===== src/rtl/corriente_sp_sequencer_pkg.sv =====
// rtl/corriente_sp_sequencer_pkg.sv - shared constants, ramp state encoding and saturating helpers
package corriente_pkg;

    localparam int W        = 10;
    localparam int MAX_SP   = 1000;
    localparam int STEP     = 50;
    localparam int RESET_SP = 500;

    typedef logic [W-1:0] sp_t;

    typedef enum logic [1:0] {
        IDLE      = 2'd0,
        RAMP_UP   = 2'd1,
        RAMP_DOWN = 2'd2
    } ramp_state_t;

    // min(v + inc, lim), summed one bit wider so it cannot wrap
    function automatic sp_t sat_up(sp_t v, sp_t inc, sp_t lim);
        logic [W:0] sum;
        sum = {1'b0, v} + {1'b0, inc};
        return (sum > {1'b0, lim}) ? lim : sum[W-1:0];
    endfunction

    // max(v - dec, floor_v), compared one bit wider so v - dec never underflows
    function automatic sp_t sat_down(sp_t v, sp_t dec, sp_t floor_v);
        return ({1'b0, v} < ({1'b0, floor_v} + {1'b0, dec})) ? floor_v : v - dec;
    endfunction

endpackage


===== src/rtl/corriente_sp_sequencer_if.sv =====
// rtl/corriente_sp_sequencer_if.sv - host setpoint write handshake
interface corriente_sp_sequencer_if;
    import corriente_pkg::*;

    logic host_req;
    sp_t  host_sp;
    logic host_ack;
    logic host_err;

    modport master (
        output host_req,
        output host_sp,
        input  host_ack,
        input  host_err
    );

    modport slave (
        input  host_req,
        input  host_sp,
        output host_ack,
        output host_err
    );

endinterface


===== src/rtl/corriente_sp_sequencer_btn_debounce.sv =====
// rtl/corriente_sp_sequencer_btn_debounce.sv - button synchronizer, debouncer and press pulse
module btn_debounce #(
    parameter int DEBOUNCE_CYC = 16
) (
    input  logic clk_nx,
    input  logic rst,
    input  logic btn,
    output logic press
);

    localparam int            CW       = $clog2(DEBOUNCE_CYC + 1);
    localparam logic [CW-1:0] CNT_LAST = CW'(DEBOUNCE_CYC - 1);

    logic          sync1;
    logic          sync2;
    logic          level;
    logic [CW-1:0] cnt;

    // cnt counts consecutive cycles the synchronized input disagrees with level
    always_ff @(posedge clk_nx or negedge rst) begin
        if (!rst) begin
            sync1 <= 1'b0;
            sync2 <= 1'b0;
            level <= 1'b0;
            cnt   <= '0;
            press <= 1'b0;
        end else begin
            sync1 <= btn;
            sync2 <= sync1;
            press <= 1'b0;
            if (sync2 == level) begin
                cnt <= '0;
            end else if (cnt == CNT_LAST) begin
                level <= sync2;
                cnt   <= '0;
                press <= sync2;
            end else begin
                cnt <= cnt + 1'b1;
            end
        end
    end

endmodule


===== src/rtl/corriente_sp_sequencer.sv =====
// rtl/corriente_sp_sequencer.sv - arbitrates buttons and host into a target, ramps the output toward it
module corriente_sp_sequencer
    import corriente_pkg::*;
#(
    parameter int DEBOUNCE_CYC = 16,
    parameter int RAMP_DIV     = 1000,
    parameter int RAMP_STEP    = 10
) (
    input  logic                      clk_nx,
    input  logic                      rst,
    input  logic                      btn_up,
    input  logic                      btn_down,
    corriente_sp_sequencer_if.slave   host,
    output sp_t                       tgt_sp,
    output sp_t                       cant_corriente,
    output logic                      busy
);

    localparam int            TW        = $clog2(RAMP_DIV + 1);
    localparam logic [TW-1:0] TICK_LAST = TW'(RAMP_DIV - 1);
    localparam sp_t           MAX_V     = sp_t'(MAX_SP);
    localparam sp_t           STEP_V    = sp_t'(STEP);
    localparam sp_t           RESET_V   = sp_t'(RESET_SP);
    localparam sp_t           RSTEP_V   = sp_t'(RAMP_STEP);

    logic          up_p;
    logic          dn_p;
    logic          press_any;
    logic          armed;
    logic          host_ack_q;
    logic          host_err_q;
    logic [TW-1:0] tick_cnt;
    logic          tick;
    ramp_state_t   state;
    sp_t           up_next;
    sp_t           dn_next;

    btn_debounce #(.DEBOUNCE_CYC(DEBOUNCE_CYC)) u_db_up (
        .clk_nx (clk_nx),
        .rst    (rst),
        .btn    (btn_up),
        .press  (up_p)
    );

    btn_debounce #(.DEBOUNCE_CYC(DEBOUNCE_CYC)) u_db_down (
        .clk_nx (clk_nx),
        .rst    (rst),
        .btn    (btn_down),
        .press  (dn_p)
    );

    assign press_any     = up_p | dn_p;
    assign host.host_ack = host_ack_q;
    assign host.host_err = host_err_q;

    // Target arbitration: presses win; a colliding host request waits for a press-free cycle
    always_ff @(posedge clk_nx or negedge rst) begin
        if (!rst) begin
            tgt_sp     <= RESET_V;
            armed      <= 1'b1;
            host_ack_q <= 1'b0;
            host_err_q <= 1'b0;
        end else begin
            host_ack_q <= 1'b0;
            host_err_q <= 1'b0;
            if (!host.host_req) begin
                armed <= 1'b1;
            end
            if (up_p && !dn_p) begin
                tgt_sp <= sat_up(tgt_sp, STEP_V, MAX_V);
            end else if (dn_p && !up_p) begin
                tgt_sp <= sat_down(tgt_sp, STEP_V, sp_t'(0));
            end else if (!press_any && host.host_req && armed) begin
                host_ack_q <= 1'b1;
                armed      <= 1'b0;
                if (host.host_sp > MAX_V) begin
                    host_err_q <= 1'b1;
                end else begin
                    tgt_sp <= host.host_sp;
                end
            end
        end
    end

    // Free-running ramp timebase, deliberately not restarted by target changes
    assign tick = (tick_cnt == TICK_LAST);

    always_ff @(posedge clk_nx or negedge rst) begin
        if (!rst) begin
            tick_cnt <= '0;
        end else begin
            tick_cnt <= tick ? '0 : tick_cnt + 1'b1;
        end
    end

    assign up_next = sat_up(cant_corriente, RSTEP_V, tgt_sp);
    assign dn_next = sat_down(cant_corriente, RSTEP_V, tgt_sp);

    always_ff @(posedge clk_nx or negedge rst) begin
        if (!rst) begin
            state          <= IDLE;
            cant_corriente <= RESET_V;
        end else begin
            case (state)
                IDLE: begin
                    if (tgt_sp > cant_corriente) begin
                        state <= RAMP_UP;
                    end else if (tgt_sp < cant_corriente) begin
                        state <= RAMP_DOWN;
                    end
                end
                RAMP_UP: begin
                    if (tgt_sp < cant_corriente) begin
                        state <= RAMP_DOWN;
                    end else if (tgt_sp == cant_corriente) begin
                        state <= IDLE;
                    end else if (tick) begin
                        cant_corriente <= up_next;
                        if (up_next == tgt_sp) begin
                            state <= IDLE;
                        end
                    end
                end
                RAMP_DOWN: begin
                    if (tgt_sp > cant_corriente) begin
                        state <= RAMP_UP;
                    end else if (tgt_sp == cant_corriente) begin
                        state <= IDLE;
                    end else if (tick) begin
                        cant_corriente <= dn_next;
                        if (dn_next == tgt_sp) begin
                            state <= IDLE;
                        end
                    end
                end
                default: begin
                    state <= IDLE;
                end
            endcase
        end
    end

    assign busy = (state != IDLE);

endmodule


===== src/flat_wrapper.sv =====
// flat-port wrapper written by rule: the top's interface ports become plain ports
module corriente_sp_sequencer_flat import corriente_pkg::*;
#(
    parameter int DEBOUNCE_CYC = 16,
    parameter int RAMP_DIV     = 1000,
    parameter int RAMP_STEP    = 10
)
  (clk_nx, rst, btn_up, btn_down, tgt_sp, cant_corriente, busy, host_host_req, host_host_sp, host_host_ack, host_host_err);
  corriente_sp_sequencer_if host_i ();
  input  logic clk_nx;
  input  logic rst;
  input  logic btn_up;
  input  logic btn_down;
  output sp_t tgt_sp;
  output sp_t cant_corriente;
  output logic busy;
  input wire logic [$bits(host_i.host_req)-1:0] host_host_req;
  input wire logic [$bits(host_i.host_sp)-1:0] host_host_sp;
  output wire logic [$bits(host_i.host_ack)-1:0] host_host_ack;
  output wire logic [$bits(host_i.host_err)-1:0] host_host_err;
  assign host_i.host_req = host_host_req;
  assign host_i.host_sp = host_host_sp;
  assign host_host_ack = host_i.host_ack;
  assign host_host_err = host_i.host_err;
  corriente_sp_sequencer #(.DEBOUNCE_CYC(DEBOUNCE_CYC), .RAMP_DIV(RAMP_DIV), .RAMP_STEP(RAMP_STEP)) u_core (.clk_nx(clk_nx), .rst(rst), .btn_up(btn_up), .btn_down(btn_down), .host(host_i), .tgt_sp(tgt_sp), .cant_corriente(cant_corriente), .busy(busy));
endmodule

===== config.mk =====
export PLATFORM = sky130hd
export DESIGN_NAME = corriente_sp_sequencer_flat
export DESIGN_NICKNAME = d
export VERILOG_FILES = /design/src/rtl/corriente_sp_sequencer_pkg.sv /design/src/rtl/corriente_sp_sequencer_if.sv /design/src/rtl/corriente_sp_sequencer_btn_debounce.sv /design/src/rtl/corriente_sp_sequencer.sv /design/src/flat_wrapper.sv
export SDC_FILE = /design/constraint.sdc
export NUM_CORES = 1
export LEC_CHECK = 0
export ABC_AREA = 1
export CORE_MARGIN = 2
export CORE_UTILIZATION = 33
export CTS_BUF_LIST = sky130_fd_sc_hd__clkbuf_4 sky130_fd_sc_hd__clkbuf_8
export CTS_CLUSTER_DIAMETER = 50
export DETAILED_ROUTE_END_ITERATION = 8
export GPL_TIMING_DRIVEN = 0
export SLEW_MARGIN = 10
export SYNTH_ARGS = -nofsm -noshare
export SYNTH_HDL_FRONTEND = slang
export SYNTH_HIERARCHICAL = 1
export SYNTH_SLANG_ARGS = --single-unit

===== constraint.sdc =====
create_clock -name clk_nx -period 4 [get_ports clk_nx]
set_input_delay 0.6 -clock clk_nx [delete_from_list [all_inputs] [get_ports clk_nx]]
set_output_delay 0.6 -clock clk_nx [all_outputs]
set_load 0.05 [all_outputs]

==> results of run 1 <==
[metal layers]
metal | wire (µm) | up-vias
li1 | - | 2326
met1 | 6590 | 2086
met2 | 5980 | 143
met3 | 770 | 8
met4 | 98 | 0
met5 | 0 | -
[power breakdown]
part	total [mW]	switching, mW	internal [mW]
clock	0.410	0.218	0.192
sequential	0.832	0.175	0.657
combinational	2.63	1.77	0.861
total	3.87	2.16	1.71
[metrics by stage]
| step | area [µm²] | util | worst slack (ps) |
|---|---|---|---|
| 2_1_floorplan | 4680 | - | 682 |
| 3_3_place_gp | 5280 | 0.380 | 259 |
| 3_5_place_dp | 5280 | 0.380 | 277 |
| 4_1_cts | 5390 | 0.388 | 235 |
| 5_1_grt | 5400 | 0.389 | 3.60 |
| 6_report | 5400 | 0.389 | 313 |
[cells in the mapped netlist (3+ instances only)]
cell type,count,area share
ha_1,43,0.11
xor2_1,25,0.047
and3_1,3,0.0040
nand2_4,3,0.0072
o21ai_1,11,0.012
a21oi_1,32,0.034
dfrtp_1,40,0.21
buf_2,11,0.012
nand4_1,32,0.043
inv_2,15,0.012
nand3_1,52,0.056
inv_1,80,0.064
nor2_1,61,0.049
o21ai_0,34,0.036
nand2_1,141,0.11
clkinv_1,4,0.0032
a211oi_1,20,0.032
nor3_1,17,0.018
dfstp_2,13,0.073
clkbuf_1,6,0.0048
[final cells by class]
cell class	instances	area (µm²)
Sequential cell	53	1340
Inverter	99	372
Fill cell	1497	8480
Tap cell	180	225
Timing Repair Buffer	37	368
Buffer	20	108
Clock inverter	3	47.5
Clock buffer	5	68.8
Multi-Input combinational cell	500	2870
[kinds of logic (layout without fill, tap and decap cells)]
logic type      count (synthesis)  count (layout)  share of synthesized area
fa+ha+maj                      43              43                      0.115
compound gates                109             109                      0.137
buf+inv                       119             164                      0.102
xor+xnor                       27              27                     0.0505
flops                          53              53                      0.287
simple gates                  321             321                      0.309
[worst max-delay path, cell delays in order (launching register included)]
cell	delay, ps
dfstp_2	560
buf_2	240
clkinv_1	330
nor3_2	320
nand3_1	110
xor2_1	160
ha_1	290
and3_1	190
nand2_1	60
nand2_1	270
buf_2	300
nand4_1	110
nand2_1	70
nor2_2	70
nand2_1	50
nor2_1	80
nand2_1	90
nand2_2	100
nand3_2	80
nand2_1	60
nand2_1	50
[layout by cell type (no fill, tap or decap), types with 13 or more instances in the layout]
master,count
a211oi_1,20
a21oi_1,32
clkdlybuf4s50_1,36
dfrtp_1,40
dfstp_2,13
ha_1,43
inv_1,80
inv_2,15
nand2_1,141
nand3_1,52
nand4_1,32
nor2_1,61
nor3_1,16
o21ai_0,34
xor2_1,25
[state kept, by name (all words and copies together) (netlist names)]
| name | flops |
|---|---|
| u_core/armed | 1 |
| u_core/cant_corriente | 10 |
| u_core/host.host_ack | 1 |
| u_core/host.host_err | 1 |
| u_core/state | 2 |
| u_core/tgt_sp | 10 |
| u_core/tick_cnt | 10 |
| u_core/u_db_down/cnt | 5 |
| u_core/u_db_down/level | 1 |
| u_core/u_db_down/press | 1 |
| u_core/u_db_down/sync1 | 1 |
| u_core/u_db_down/sync2 | 1 |
| u_core/u_db_up/cnt | 5 |
| u_core/u_db_up/level | 1 |
| u_core/u_db_up/press | 1 |
| u_core/u_db_up/sync1 | 1 |
| u_core/u_db_up/sync2 | 1 |
[worst paths after layout]
kind | to | start | slack [ps] | depth (start not counted)
setup reg to reg | u_core/state[0]$_DFFE_PN0P_ | u_core/tgt_sp[6]$_DFFE_PN1P_ | 310 | 20
setup / recovery | u_core/state[0]$_DFFE_PN0P_ | u_core/tgt_sp[6]$_DFFE_PN1P_ | 310 | 20
min in group clk_nx | u_core/u_db_down/sync2$_DFF_PN0_ | u_core/u_db_down/sync1$_DFF_PN0_ | 360 | 0
max in group asynchronous | u_core/cant_corriente[1]$_DFFE_PN0P_ | rst | 3240 | 1
hold reg to reg | u_core/u_db_down/sync2$_DFF_PN0_ | u_core/u_db_down/sync1$_DFF_PN0_ | 360 | 0
hold / removal | u_core/tick_cnt[2]$_DFF_PN0_ | rst | 300 | 1
==> flow_summary.yaml, run 1 <==
global_route:
  grt_pass1_wl_mm: 22.2
  grtUsageMet2: 0.296
  use_met1: 0.272
  grt_use_met3: 0.0235
  antenna_found_initial: 0
  first_global_vias: 4192
  top_usage_layer: "met2"
  grt_max_degree: 54
  track_usage: 0.187
  overflow: 0
clock_tree:
  htreeDepth: 2
  cts_buffers: 5
  cts_setup_buffers: 0
  clk_latency_ps: 340
  clock-sinks: 53
  ctsResizeCount: 0
  holdBufCountCts: 0
  cts_tree: "done"
  clk_pin_slew_worst_paths_ps: 130
  cts_root_buffer: "clkbuf_8"
  cts_buffer_depth: 2
outcome:
  status: "complete, no violations"
synth:
  synth_edf_count: 0
  ys_seq_elements: 53
  synthArstFlopShare: 1.00
  yosysWarnings: 6
  yosysSeqAreaShare: 0.287
  syn-num-nets: 730
  ys.flop_type: "dfrtp_1"
  ys_types: 41
  synthCells: 672
  avgSynthCellArea_um2: 6.97
  syn_area_um2: 4680
sta:
  worst-slew-pin-transition_ps: 683
  fin_skew_ps: 20.3
  maxClockFrequency_ghz: 0.271
  hold_viol_final: 0
  fin_setup_tns_ps: 0
  layout_worst_path_cycle_share: 0.922
  rsz0062_at_grt: "no"
  setup_violations: 0
  final-max-slew-violation-count: 0
  whs_ps: 303
  slew_headroom: 0.545
  min_period_ps: 3690
cells_and_area:
  drive_above_1_share: 0.0879
  insertedDiodeCount: 0
  syn_to_final_growth_pct: 15.3
  fin_nets: 774
  final_cells: 897
floorplanning:
  fp.dieH_um: 123
  core_area_um2: 13900
  die_w_um: 123
  num_io_pins: 38
  die_area_um2: 15200
  rows: 43
  start_util: 0.337
placed_design:
  io_buffers: 37
  place_congestion: 0.915
  dp_cells: 889
  dpl.hpwl_mm: 10.1
route:
  drtIter0Drc: 367
  dr.pass1.iters: 5
  drc: 0
  ant_nets: 0
  wl_mm: 13.4
  vias: 4563
  viasPerCell: 5.09
  routedWlPerCell_um: 15.0
power:
  ir_worst_vdd_v: 0.000185
  p_leak_nw: 2.61
  p_total_mw: 3.87
  power_density_nw_per_um2: 717
worst_hold_path:
  hp-class: "in2async"
setup_path:
  worst_ep_required_time_ps: 4220
  worst_setup_path_end_kind: "flop"
  crit_path_start_kind: "flop"
  path_class: "reg2reg"
  crit_fanout: 10
  cp.arrival_ps: 3910
job:
  drv_cap: 0
(Power assumes the default switching activity.)
==> inputs of run 2 (changes only) <==
CELL_PAD_IN_SITES_DETAIL_PLACEMENT = 1   (was default)
CELL_PAD_IN_SITES_GLOBAL_PLACEMENT = 1   (was default)
PLACE_DENSITY_LB_ADDON = 0.1   (was default)
==> run 2 against run 1 <==
Compared with the run above:
- global-route usage up 2.7 points
- clock-buffer cell count is the same
- routed wire length is 15% higher
==> flow_summary.yaml, run 2 (synthesized netlist as in run 1, its figures left out) <==
sta:
  min_period_ps: 3660
  fin_setup_tns_ps: 0
  worst-slew-pin-transition_ps: 752
  fin_skew_ps: 11.3
  rsz0062_at_grt: "no"
  slew_headroom: 0.499
  setup_violations: 0
  layout_worst_path_cycle_share: 0.916
  final-max-slew-violation-count: 0
  maxClockFrequency_ghz: 0.273
  hold_viol_final: 0
global_route:
  grt_pass1_wl_mm: 25.1
  overflow: 0
  track_usage: 0.213
  grt_max_degree: 54
  antenna_found_initial: 0
  first_global_vias: 4905
cells_and_area:
  drive_above_1_share: 0.0931
  reg_top3: "u_core/cant_corriente: 10 flops, u_core/tgt_sp: 10 flops, u_core/tick_cnt: 10 flops"
  final_cells: 900
  insertedDiodeCount: 0
  fin_nets: 777
  nFillCells: 1805
  final_common_cell: "nand2_1"
  final_cell_mix: "141 x nand2_1, 80 x inv_1, 61 x nor2_1, 52 x nand3_1, 43 x ha_1"
  ff_latch_area_um2: 1340
  syn_to_final_growth_pct: 15.4
  multi_input_area_um2: 2870
setup_path:
  crit_path_start_kind: "flop"
  r2r-end: "u_core/state[1]$_DFFE_PN0P_"
  cp.arrival_ps: 3910
  rr_startpoint: "u_core/tgt_sp[1]$_DFFE_PN0P_"
  path_class: "reg2reg"
  reg2regPathDepth: 23
  worst_ep_required_time_ps: 4240
  worst_setup_path_end_kind: "flop"
  crit_fanout: 11
  startpoint: "u_core/tgt_sp[1]$_DFFE_PN0P_"
  r2r_setup_slack_ps: 340
  crit_end: "u_core/state[1]$_DFFE_PN0P_"
route:
  vias: 4666
  wl_mm: 15.4
  viasPerCell: 5.18
  drtIter0Drc: 237
  dr.pass1.iters: 4
  routedWlPerCell_um: 17.1
  ant_nets: 0
  drc: 0
floorplanning:
  fp.dieH_um: 123
  rows: 43
  die_area_um2: 15200
  num_io_pins: 38
  die_w_um: 123
  start_util: 0.337
  core_area_um2: 13900
clock_tree:
  cts_tree: "done"
  clk_pin_slew_worst_paths_ps: 110
  cts_buffer_depth: 2
  htreeDepth: 2
  cts_buffers: 5
  clk_latency_ps: 350
  clock-sinks: 53
  cts_root_buffer: "clkbuf_8"
placed_design:
  place_congestion: 0.869
  dpl.hpwl_mm: 12.3
  io_buffers: 37
  dp_cells: 889
power:
  p_leak_nw: 2.61
  ir_worst_vdd_v: 0.000219
  power_density_nw_per_um2: 717
outcome:
  status: "complete, no violations"
worst_hold_path:
  hp-class: "in2async"
job:
  drv_cap: 0
run 2: how the worst min path moves through the flow:
stage                                                start                                   end  slack [ps]  depth (start not counted)
after floorplan                                        rst  u_core/cant_corriente[0]$_DFFE_PN0P_         300                          0
after global placement    u_core/u_db_down/sync1$_DFF_PN0_      u_core/u_db_down/sync2$_DFF_PN0_         330                          0
after detailed placement  u_core/u_db_down/sync1$_DFF_PN0_      u_core/u_db_down/sync2$_DFF_PN0_         350                          0
after CTS                                              rst       u_core/u_db_up/cnt[2]$_DFF_PN0_         330                          1
after global routing                                   rst       u_core/u_db_up/cnt[2]$_DFF_PN0_         360                          1
final                                                  rst       u_core/u_db_up/cnt[2]$_DFF_PN0_         290                          1
run 2: area by class of cell:
type,count,share of cell area
Multi-Input combinational cell,500,0.530
Sequential cell,53,0.248
Timing Repair Buffer,40,0.0722
Inverter,99,0.0695
Tap cell,180,0.0417
Buffer,20,0.0199
Clock buffer,5,0.0127
Clock inverter,3,0.00533
run 2: repair_timing:
action                     in CTS  in global routing
resized for setup               0                  2
buffers inserted                0                  3
setup endpoints to repair       0                  7
hold buffers                    0                  0
run 2: per-stage QoR:
stage / total power [mW] / utilization / hold slack (ps) / setup slack (ps) / cell area [µm²]
after floorplan: 2.69 / - / 304 / 682 / 4680
after global placement: 3.43 / 0.380 / 332 / 216 / 5280
after detailed placement: 3.51 / 0.380 / 347 / 88.5 / 5280
after CTS: 3.90 / 0.387 / 327 / 54.3 / 5370
after global routing: 4.27 / 0.389 / 362 / 18.7 / 5400
final: 3.87 / 0.389 / 294 / 337 / 5400
run 2: power by group:
part | internal (mW) | switching (mW)
clock | 0.132 | 0.230
combinational | 0.877 | 1.81
sequential | 0.657 | 0.170
total | 1.67 | 2.21
run 2: per-layer routing:
metal	GRT usage	vias up	part of all wire
met5	0	-	0
met4	0.0533	0	0.011
met3	0.0286	12	0.040
met2	0.380	80	0.50
met1	0.271	2242	0.45
li1	-	2332	-
run 2: critical path, cell delays in order, from the launching register on:
cell	delay (ps)
dfrtp_1	670
inv_2	230
o21ai_4	220
nand2_2	80
nor2_4	130
xor2_1	170
ha_1	260
nand2_1	90
inv_1	40
a21oi_1	130
nand2_1	80
nand2_1	60
nand2_1	250
buf_2	300
nand4_1	100
nand2_1	80
nor2_2	80
nand2_1	60
nor2_1	110
nand2_1	110
nand2_2	110
nand3_2	90
nand2_1	70
nand2_1	50
